--- src/rtl/csi_mode_parser.sv ---
// CSI mode-sequence parser: turns ESC [ (?) Pn ; Pn ... h/l byte streams into
// INIT_PN / EMIT_PN / SET/RESET(MODE|DEC) pulses and forwards printable bytes.
module csi_mode_parser #(
  parameter int MAX_PARAMS = 16,
  parameter int PN_MAX     = 255
) (
  input  logic       clk,
  input  logic       rst,
  input  logic       char_valid,
  input  logic [7:0] char_data,
  output logic       char_ready,
  output logic       commandReady,
  output logic [2:0] commandType,
  output logic [7:0] paramt,
  output logic       print_valid,
  output logic [7:0] print_char
);

  localparam logic [2:0] INIT_PN   = 3'd0;
  localparam logic [2:0] EMIT_PN   = 3'd1;
  localparam logic [2:0] SETMODE   = 3'd2;
  localparam logic [2:0] RESETMODE = 3'd3;
  localparam logic [2:0] SETDEC    = 3'd4;
  localparam logic [2:0] RESETDEC  = 3'd5;

  localparam int          PCW       = $clog2(MAX_PARAMS) + 1;
  localparam logic [11:0] PN_MAX_W  = 12'(PN_MAX);
  localparam logic [PCW-1:0] PC_LAST = PCW'(MAX_PARAMS - 1);

  typedef enum logic [2:0] {
    GROUND     = 3'd0,
    ESCAPE     = 3'd1,
    CSI_ENTRY  = 3'd2,
    CSI_PARAM  = 3'd3,
    CSI_IGNORE = 3'd4
  } state_t;

  state_t         state_r, state_s;
  logic [7:0]     acc_r, acc_s;
  logic [PCW-1:0] pcount_r, pcount_s;
  logic           dec_r, dec_s;

  logic           cmd_s;
  logic [2:0]     cmd_type_s;
  logic [7:0]     pn_s;
  logic           print_s;
  logic           final_cmd_s;

  logic           accept_s;
  logic           is_digit_s, is_semi_s, is_qmark_s, is_esc_s, is_cancel_s;
  logic           is_c0_s, is_inter_s, is_final_s, is_printable_s, is_bad_param_s;
  logic           is_lbrack_s, is_h_s, is_l_s;
  logic [11:0]    acc_ext_s;
  logic [7:0]     acc_sat_s;
  logic           param_full_s;

  assign accept_s       = char_valid && char_ready;
  assign is_digit_s     = (char_data >= 8'h30) && (char_data <= 8'h39);
  assign is_semi_s      = (char_data == 8'h3B);
  assign is_qmark_s     = (char_data == 8'h3F);
  assign is_esc_s       = (char_data == 8'h1B);
  assign is_cancel_s    = (char_data == 8'h18) || (char_data == 8'h1A);
  assign is_c0_s        = (char_data < 8'h20);
  assign is_inter_s     = (char_data >= 8'h20) && (char_data <= 8'h2F);
  assign is_final_s     = (char_data >= 8'h40) && (char_data <= 8'h7E);
  assign is_printable_s = (char_data >= 8'h20) && (char_data <= 8'h7E);
  assign is_bad_param_s = (char_data == 8'h3A) || ((char_data >= 8'h3C) && (char_data <= 8'h3E));
  assign is_lbrack_s    = (char_data == 8'h5B);
  assign is_h_s         = (char_data == 8'h68);
  assign is_l_s         = (char_data == 8'h6C);

  // Widen before saturating so 25 * 10 + 9 style overflow is caught.
  assign acc_ext_s    = ({4'd0, acc_r} * 12'd10) + {8'd0, char_data - 8'h30};
  assign acc_sat_s    = (acc_ext_s > PN_MAX_W) ? PN_MAX_W[7:0] : acc_ext_s[7:0];
  assign param_full_s = (pcount_r >= PC_LAST);
  assign final_cmd_s  = commandReady && (commandType != INIT_PN) && (commandType != EMIT_PN);

  // State, parameter context and registered outputs.
  always_ff @(posedge clk) begin
    if (!rst) begin
      state_r      <= GROUND;
      acc_r        <= 8'd0;
      pcount_r     <= '0;
      dec_r        <= 1'b0;
      commandReady <= 1'b0;
      commandType  <= INIT_PN;
      paramt       <= 8'd0;
      print_valid  <= 1'b0;
      print_char   <= 8'd0;
      char_ready   <= 1'b1;
    end else begin
      state_r      <= state_s;
      acc_r        <= acc_s;
      pcount_r     <= pcount_s;
      dec_r        <= dec_s;
      commandReady <= cmd_s;
      commandType  <= cmd_type_s;
      paramt       <= pn_s;
      print_valid  <= print_s;
      print_char   <= print_s ? char_data : 8'd0;
      // One stall cycle after a mode-changing strobe lets downstream commit it.
      char_ready   <= !final_cmd_s;
    end
  end

  // Next-state and parameter-context update for an accepted byte.
  always_comb begin
    state_s  = state_r;
    acc_s    = acc_r;
    pcount_s = pcount_r;
    dec_s    = dec_r;
    if (accept_s) begin
      case (state_r)
        GROUND: begin
          if (is_esc_s) state_s = ESCAPE;
          else          state_s = GROUND;
        end
        ESCAPE: begin
          if (is_lbrack_s) begin
            state_s  = CSI_ENTRY;
            acc_s    = 8'd0;
            pcount_s = '0;
            dec_s    = 1'b0;
          end else if (is_esc_s) begin
            state_s = ESCAPE;
          end else begin
            state_s = GROUND;
          end
        end
        CSI_ENTRY, CSI_PARAM: begin
          if (is_cancel_s) begin
            state_s = GROUND;
          end else if (is_esc_s) begin
            state_s = ESCAPE;
          end else if (is_c0_s) begin
            state_s = state_r;
          end else if (is_digit_s) begin
            acc_s   = acc_sat_s;
            state_s = CSI_PARAM;
          end else if (is_semi_s) begin
            acc_s   = 8'd0;
            state_s = CSI_PARAM;
            if (!param_full_s) pcount_s = pcount_r + PCW'(1);
            else               pcount_s = pcount_r;
          end else if (is_qmark_s && (state_r == CSI_ENTRY)) begin
            dec_s   = 1'b1;
            state_s = CSI_ENTRY;
          end else if (is_qmark_s || is_bad_param_s || is_inter_s) begin
            state_s = CSI_IGNORE;
          end else if (is_final_s) begin
            state_s = GROUND;
          end else begin
            state_s = state_r;
          end
        end
        CSI_IGNORE: begin
          if (is_final_s || is_cancel_s) state_s = GROUND;
          else if (is_esc_s)             state_s = ESCAPE;
          else                           state_s = CSI_IGNORE;
        end
        default: state_s = GROUND;
      endcase
    end else begin
      state_s = state_r;
    end
  end

  // Strobe generation for an accepted byte; registered one cycle later.
  always_comb begin
    cmd_s      = 1'b0;
    cmd_type_s = INIT_PN;
    pn_s       = 8'd0;
    print_s    = 1'b0;
    if (accept_s) begin
      case (state_r)
        GROUND: begin
          print_s = is_printable_s;
        end
        ESCAPE: begin
          cmd_s = is_lbrack_s;
        end
        CSI_ENTRY, CSI_PARAM: begin
          if (is_semi_s && !param_full_s) begin
            cmd_s      = 1'b1;
            cmd_type_s = EMIT_PN;
            pn_s       = acc_r;
          end else if (is_h_s) begin
            cmd_s      = 1'b1;
            cmd_type_s = dec_r ? SETDEC : SETMODE;
            pn_s       = acc_r;
          end else if (is_l_s) begin
            cmd_s      = 1'b1;
            cmd_type_s = dec_r ? RESETDEC : RESETMODE;
            pn_s       = acc_r;
          end else begin
            cmd_s = 1'b0;
          end
        end
        default: begin
          cmd_s   = 1'b0;
          print_s = 1'b0;
        end
      endcase
    end else begin
      cmd_s = 1'b0;
    end
  end

endmodule
--- config.mk ---
export PLATFORM = sky130hd
export DESIGN_NAME = csi_mode_parser
export DESIGN_NICKNAME = d
export VERILOG_FILES = /design/src/rtl/csi_mode_parser.sv
export SDC_FILE = /design/constraint.sdc
export NUM_CORES = 1
export LEC_CHECK = 0
export CAP_MARGIN = 15
export CORE_MARGIN = 5
export CORE_UTILIZATION = 30
export CTS_BUF_LIST = sky130_fd_sc_hd__clkbuf_8
export CTS_CLUSTER_DIAMETER = 80
export DETAILED_ROUTE_END_ITERATION = 10
export GPL_TIMING_DRIVEN = 0
export HOLD_SLACK_MARGIN = 0.06
export PLACE_DENSITY = 0.48
export SYNTH_ARGS = -nofsm -noshare
export SYNTH_HDL_FRONTEND = slang
export SYNTH_SLANG_ARGS = --single-unit
--- constraint.sdc ---
create_clock -name clk -period 3.2 [get_ports clk]
set_input_delay 0.64 -clock clk [delete_from_list [all_inputs] [get_ports clk]]
set_output_delay 0.64 -clock clk [all_outputs]
set_load 0.01 [all_outputs]
==> results.py, run 1 <==
metrics = {
    "outcome": {
        "status": "completed",
    },
    "job": {
        "maxCapViolations": 0,
    },
    "route": {
        "drt_wl_total_mm": 5.68,
        "drtPass1Iterations": 4,
        "drt-met1-wl_mm": 2.87,
        "wl_per_cell_um": 14.1,
        "wl_met2_mm": 2.52,
        "top_layer": "met4",
        "ant_nets": 0,
        "via_per_inst": 5.02,
        "vias": 2023,
        "wl_met3_um": 217,
        "drc": 0,
        "first_iter_violations": 122,
    },
    "floorplan": {
        "rows": 32,
        "start_util": 0.306,
        "die_w_um": 98.6,
        "coreArea_sq_mm": 0.00769,
        "die_area_sq_mm": 0.00972,
        "die_h_um": 98.6,
        "ios": 33,
    },
    "clock_tree": {
        "path_clk_slew_ps": 80,
        "cts_buffers": 5,
        "cts_tree": "done",
        "h-tree-depth": 2,
        "clockBufferDepth": 2,
        "cts.root.buffer_cell": "clkbuf_8",
        "clock-sinks": 39,
        "worstSkewPairLatency_ps": 290,
        "postCtsHoldBufs": 0,
    },
    "power": {
        "ir_drop_uv": 153,
        "cellPowerDensity_mw_per_mm2": 364,
        "p_leak_nw": 1.19,
        "finalPower_mw": 1.11,
    },
    "worst_setup_path": {
        "crit_path_max_fanout": 7,
        "rrSetupSlack_ps": 160,
        "startpoint_type": "primary input",
        "r2r_end": "acc_r[4]$_SDFFE_PN0P_",
        "crit_path_end": "acc_r[4]$_SDFFE_PN0P_",
        "arrival_ps": 3230,
        "critical_path_required_ps": 3380,
        "reg2reg_depth": 11,
        "startpoint": "char_data[5]",
        "endpoint_kind": "flip-flop",
        "r2r-start": "acc_r[1]$_SDFFE_PN0P_",
        "critPathKind": "in -> reg",
    },
    "sta": {
        "setup_viol": 0,
        "rsz0062_at_grt": "no",
        "timing.final.crit_share": 0.955,
        "fin_setup_tns_ps": 0,
        "maxSlewViolCount": 0,
        "hold_slack_ps": 429,
        "finalHoldViolCount": 0,
        "fin_crit_ps": 3050,
        "relSlewSlack": 0.455,
        "worstMarginPinSlew_ps": 810,
        "clock_skew_ps": 6.86,
        "fin_ws_ps": 145,
        "fmax_mhz": 327,
    },
    "global_route": {
        "grt_pass1_wl_mm": 9.63,
        "grt.overflow.total": 0,
        "grt_max_degree": 14,
        "grt_pass1_vias": 1903,
        "antenna_found_initial": 0,
        "track_usage": 0.121,
    },
    "synth": {
        "synthFlopType": "dfxtp_1",
        "yosys_warnings": 0,
        "synth-edff-count": 0,
        "async_flop_share": 0,
        "netlist_area_sq_mm": 0.00235,
        "synthCells": 262,
        "yosysSeqAreaShare": 0.332,
        "syn-num-nets": 299,
        "synth-seq-cells": 39,
        "synth_area_per_cell_sq_um": 8.99,
        "synth.distinct_cells": 54,
    },
    "placed_design": {
        "place_area_sq_mm": 0.00277,
        "placed_cells": 393,
        "port_buffers": 29,
        "dp_hpwl_mm": 4.36,
        "pre_cts_ws_ps": -244,
        "gp_congestion": 0.903,
    },
    "cells_and_area": {
        "fin_cells": 403,
        "final_common_cell": "dfxtp_1",
        "fin_nets": 337,
        "nFillCells": 784,
        "drive_gt1_frac": 0.159,
        "antennaDiodeCount": 0,
        "final_cell_area_sq_mm": 0.00305,
        "fin_util": 0.397,
        "syn_to_final_growth_pct": 29.6,
        "layout_common_cells": "dfxtp_1 (34), clkdlybuf4s50_1 (28), nand2_1 (19), ha_1 (19), nor2_1 (17)",
    },
    "worst_hold_path": {
        "min_path_type": "reg -> reg",
    },
}
cells by family (layout without fill, tap and decap cells):
logic type	after synthesis	in the layout	synth area share
fa+ha+maj	26	26	0.145
simple gates	106	106	0.260
compound gates	63	63	0.189
other cells	1	1	0.00159
xor+xnor	8	8	0.0298
mux	3	3	0.0133
buf+inv	16	55	0.0303
flops	39	39	0.332
Yosys cell counts, drive strengths merged (2+ instances only):
cell | number | area (sq um)
nand2b | 3 | 18.8
xnor2 | 4 | 35.0
nand3b | 2 | 15.0
ha | 24 | 300
and2 | 15 | 93.8
a21o | 3 | 22.5
or4b | 2 | 23.8
nand3 | 6 | 35.0
or2 | 2 | 12.5
o21a | 4 | 30.0
o22ai | 3 | 18.8
a31oi | 2 | 12.5
nand2 | 20 | 77.6
buf | 3 | 21.3
nor2 | 17 | 63.8
o21ai | 11 | 55.1
mux2i | 2 | 20.0
xor2 | 4 | 35.0
o21bai | 2 | 15.0
a21oi | 17 | 88.8
fa | 2 | 40.0
nor4b | 3 | 41.3
dfxtp | 39 | 781
clkbuf | 5 | 20.0
nor4 | 7 | 43.8
o2bb2ai | 8 | 70.1
and3 | 3 | 18.8
o211ai | 4 | 30.0
nand4 | 4 | 40.0
inv | 8 | 30.0
a211oi | 2 | 15.0
nor2b | 6 | 37.5
nor3 | 13 | 65.1
registers in the layout, indices dropped and copies added (netlist names):
signal / flops
print_char: 8
pcount_r: 5
commandReady: 1
state_r: 3
dec_r: 1
char_ready: 1
print_valid: 1
commandType: 3
paramt: 8
acc_r: 8
layer usage:
metal | global-route usage | up-vias
met5 | 0 | -
met4 | 0.0347 | 0
met3 | 0.0226 | 6
met2 | 0.181 | 40
met1 | 0.176 | 941
li1 | - | 1036
layout make-up:
class	instances	area (sq um)	share of cell area
plain buffers	8	41.3	0.0135
flip-flops and latches	39	790	0.259
well taps	102	128	0.0418
clock buffers	5	68.8	0.0225
clock inverters	3	67.6	0.0221
multi-input cells	207	1620	0.531
inverters	8	30.0	0.00984
repair buffers	31	308	0.101
critical path, cell delays in order:
cell	delay, ps
clkdlybuf4s50_1	610
ha_2	310
xnor2_1	100
ha_1	350
nand4_1	130
or3_4	360
nor4_4	250
mux2i_4	160
nor3_2	220
o2bb2ai_1	100
power by group:
group          internal (mW)  switching [mW]  leakage, nW  total, mW
clock                  0.311           0.181       0.0644      0.492
sequential             0.488         0.00254        0.318      0.491
combinational         0.0541          0.0736        0.805      0.128
worst min-delay path by stage:
stage	end	from	slack (ps)	depth (start not counted)
after global placement	char_ready$_SDFF_PN1_	commandReady$_SDFF_PN0_	410	1
after floorplan	commandType[1]$_SDFF_PP0_	dec_r$_SDFFE_PN0P_	400	1
after CTS	commandType[1]$_SDFF_PP0_	dec_r$_SDFFE_PN0P_	430	1
after global routing	commandType[1]$_SDFF_PP0_	dec_r$_SDFFE_PN0P_	470	1
final	char_ready$_SDFF_PN1_	commandReady$_SDFF_PN0_	430	1
after detailed placement	char_ready$_SDFF_PN1_	commandReady$_SDFF_PN0_	420	1
repair_timing:
item,in CTS,in global routing
pin swaps,0,6
setup buffers,0,2
endpoints found under the setup margin,7,8
gates resized for setup,3,23
(Power assumes the default switching activity.)
==> run 2, diff against run 1 <==
==> constraint.sdc (replaced) <==
create_clock -name clk -period 3.2 [get_ports clk]
set_input_delay 0.64 -clock clk [delete_from_list [all_inputs] [get_ports clk]]
set_output_delay 0.64 -clock clk [all_outputs]
set_load 0.005 [all_outputs]
==> results of run 2 <==
Same layout as run 1 (identical final DEF). Status: completed.
==> run 3, diff against run 2 <==
--- a/config.mk
+++ b/config.mk
@@ -6,6 +6,8 @@
 export NUM_CORES = 1
 export LEC_CHECK = 0
 export CAP_MARGIN = 15
+export CELL_PAD_IN_SITES_DETAIL_PLACEMENT = 0
+export CELL_PAD_IN_SITES_GLOBAL_PLACEMENT = 1
 export CORE_MARGIN = 5
 export CORE_UTILIZATION = 30
 export CTS_BUF_LIST = sky130_fd_sc_hd__clkbuf_8
@@ -13,7 +15,7 @@
 export DETAILED_ROUTE_END_ITERATION = 10
 export GPL_TIMING_DRIVEN = 0
 export HOLD_SLACK_MARGIN = 0.06
-export PLACE_DENSITY = 0.48
+export PLACE_DENSITY = 0.6
 export SYNTH_ARGS = -nofsm -noshare
 export SYNTH_HDL_FRONTEND = slang
 export SYNTH_SLANG_ARGS = --single-unit
==> run 3 against run 2 <==
Net effect:
- cell count is 1.2% higher
- clock power is 2% lower
- sequential cell count stayed put
- critical endpoint unchanged
- critical path type is now reg -> reg
- clock skew is 3.6 ps lower
- sequential share of layout area hardly changed
==> results.py, run 3 (same netlist as run 1, synthesis figures left out) <==
metrics = {
    "outcome": {
        "status": "completed",
    },
    "worst_setup_path": {
        "rrSetupSlack_ps": 150,
        "arrival_ps": 3230,
        "crit_path_max_fanout": 7,
        "startpoint": "acc_r[1]$_SDFFE_PN0P_",
        "endpoint_kind": "flip-flop",
        "critical_path_required_ps": 3370,
        "reg2reg_depth": 11,
        "startpoint_type": "flip-flop",
        "crit_path_end": "acc_r[4]$_SDFFE_PN0P_",
        "r2r-start": "acc_r[1]$_SDFFE_PN0P_",
        "r2r_end": "acc_r[4]$_SDFFE_PN0P_",
        "critPathKind": "reg -> reg",
    },
    "power": {
        "seq_power_share": 0.444,
        "ir_drop_uv": 170,
        "cellPowerDensity_mw_per_mm2": 359,
        "p_int_uw": 852,
        "finalPower_mw": 1.10,
        "p_sw_frac": 0.227,
        "p_leak_nw": 1.22,
        "p_comb_frac": 0.118,
        "p_switching_uw": 250,
        "pwr-share-clk": 0.438,
    },
    "sta": {
        "worstMarginPinSlew_ps": 915,
        "fin_crit_ps": 3050,
        "fin_setup_tns_ps": 0,
        "fmax_mhz": 327,
        "timing.final.crit_share": 0.954,
        "maxSlewViolCount": 0,
        "setup_viol": 0,
        "clock_skew_ps": 3.28,
        "finalHoldViolCount": 0,
        "relSlewSlack": 0.385,
    },
    "floorplan": {
        "rows": 32,
        "ios": 33,
        "start_util": 0.306,
        "coreArea_sq_mm": 0.00769,
        "die_w_um": 98.6,
        "die_h_um": 98.6,
        "die_area_sq_mm": 0.00972,
    },
    "route": {
        "ant_nets": 0,
        "via_per_inst": 4.97,
        "drt-met1-wl_mm": 3.07,
        "top_layer": "met4",
        "drc": 0,
        "vias": 2029,
        "wl_per_cell_um": 14.5,
        "wl_met2_mm": 2.59,
        "first_iter_violations": 99,
        "drt_wl_total_mm": 5.92,
        "drtPass1Iterations": 4,
        "wl_met3_um": 179,
    },
    "clock_tree": {
        "h-tree-depth": 2,
        "cts_tree": "done",
        "cts.root.buffer_cell": "clkbuf_8",
        "clockBufferDepth": 2,
        "clock-sinks": 39,
        "worstSkewPairLatency_ps": 290,
        "postCtsHoldBufs": 0,
        "cts_buffers": 5,
        "path_clk_slew_ps": 80,
    },
    "cells_and_area": {
        "layout_common_cells": "dfxtp_1 (35), clkdlybuf4s50_1 (28), ha_1 (20)",
        "antennaDiodeCount": 0,
        "fin_cells": 408,
        "final_common_cell": "dfxtp_1",
        "drive_gt1_frac": 0.160,
        "syn_to_final_growth_pct": 30.5,
        "nFillCells": 813,
        "fin_nets": 342,
        "reg_top3": "acc_r: 8 flops, paramt: 8 flops, print_char: 8 flops",
    },
    "placed_design": {
        "dp_hpwl_mm": 4.59,
        "gp_congestion": 0.781,
        "placed_cells": 393,
        "port_buffers": 29,
    },
    "global_route": {
        "grt_max_degree": 13,
        "track_usage": 0.125,
        "grt.overflow.total": 0,
        "grt_pass1_wl_mm": 9.97,
        "grt_pass1_vias": 2019,
        "antenna_found_initial": 0,
    },
    "worst_hold_path": {
        "min_path_type": "reg -> reg",
    },
    "job": {
        "maxCapViolations": 0,
    },
}
-- run 3: changes by cell type in the layout (fill, tap and decap cells not counted) --
cell / before / now
dfxtp_2: 4 / 1
dfxtp_4: 1 / 3
buf_4: 2 / 7
nor3_2: 7 / 6
ha_1: 19 / 20
clkinvlp_4: 1 / 0
nor3_1: 6 / 7
inv_1: 8 / 9
dfxtp_1: 34 / 35
ha_4: 3 / 2
-- run 3: through the flow --
stage	area (sq um)	utilization	hold slack, ps	setup slack [ps]
2_1_floorplan	2350	-	403	316
3_3_place_gp	2770	0.361	411	-308
3_5_place_dp	2770	0.361	407	-263
4_1_cts	2920	0.379	425	60.8
5_1_grt	3070	0.400	474	-3.65
6_report	3070	0.400	423	146
-- run 3: worst max-delay path: stages, from the launching register on --
cell and delay (ps):
dfxtp_4 370, ha_2 270, ha_2 210, fa_2 350
xor2_1 150, ha_1 350, nand4_1 140, or3_4 360
nor4_4 260, mux2i_4 160, nor3_2 210, o2bb2ai_1 100
-- run 3: worst min path at each step --
stage / start / to / slack (ps) / depth (start not counted)
6_report: commandReady$_SDFF_PN0_ / char_ready$_SDFF_PN1_ / 420 / 1
5_1_grt: commandReady$_SDFF_PN0_ / char_ready$_SDFF_PN1_ / 470 / 1
4_1_cts: commandReady$_SDFF_PN0_ / char_ready$_SDFF_PN1_ / 420 / 1
3_5_place_dp: commandReady$_SDFF_PN0_ / char_ready$_SDFF_PN1_ / 410 / 1
3_3_place_gp: commandReady$_SDFF_PN0_ / char_ready$_SDFF_PN1_ / 410 / 1
2_1_floorplan: dec_r$_SDFFE_PN0P_ / commandType[1]$_SDFF_PP0_ / 400 / 1
-- run 3: power by group through the flow --
| stage | clock [mW] | combinational [mW] | sequential (mW) |
|---|---|---|---|
| final | 0.482 | 0.130 | 0.489 |
| after global routing | 0.514 | 0.145 | 0.490 |
| after CTS | 0.494 | 0.120 | 0.492 |
| after detailed placement | 0 | 0.119 | 0.503 |
| after global placement | 0 | 0.121 | 0.503 |
| after floorplan | 0 | 0.0754 | 0.503 |
-- run 3: repair_timing --
item	in CTS	in global routing
setup buffers	0	7
setup endpoints to repair	7	8
cloned	0	0
gates resized for setup	3	23
pin swaps	0	7
-- run 3: routing by layer --
layer	vias up	global-route usage
met5	-	0
met4	0	0.0441
met3	7	0.0198
met2	29	0.193
met1	948	0.177
li1	1045	-
-- run 3: layout make-up --
class	instances	area (sq um)	area share
multi-input cells	207	1600	0.522
repair buffers	36	345	0.112
flip-flops and latches	39	793	0.258
well taps	102	128	0.0415
clock buffers	5	68.8	0.0224
inverters	8	30.0	0.00977
plain buffers	8	41.3	0.0134
clock inverters	3	63.8	0.0208
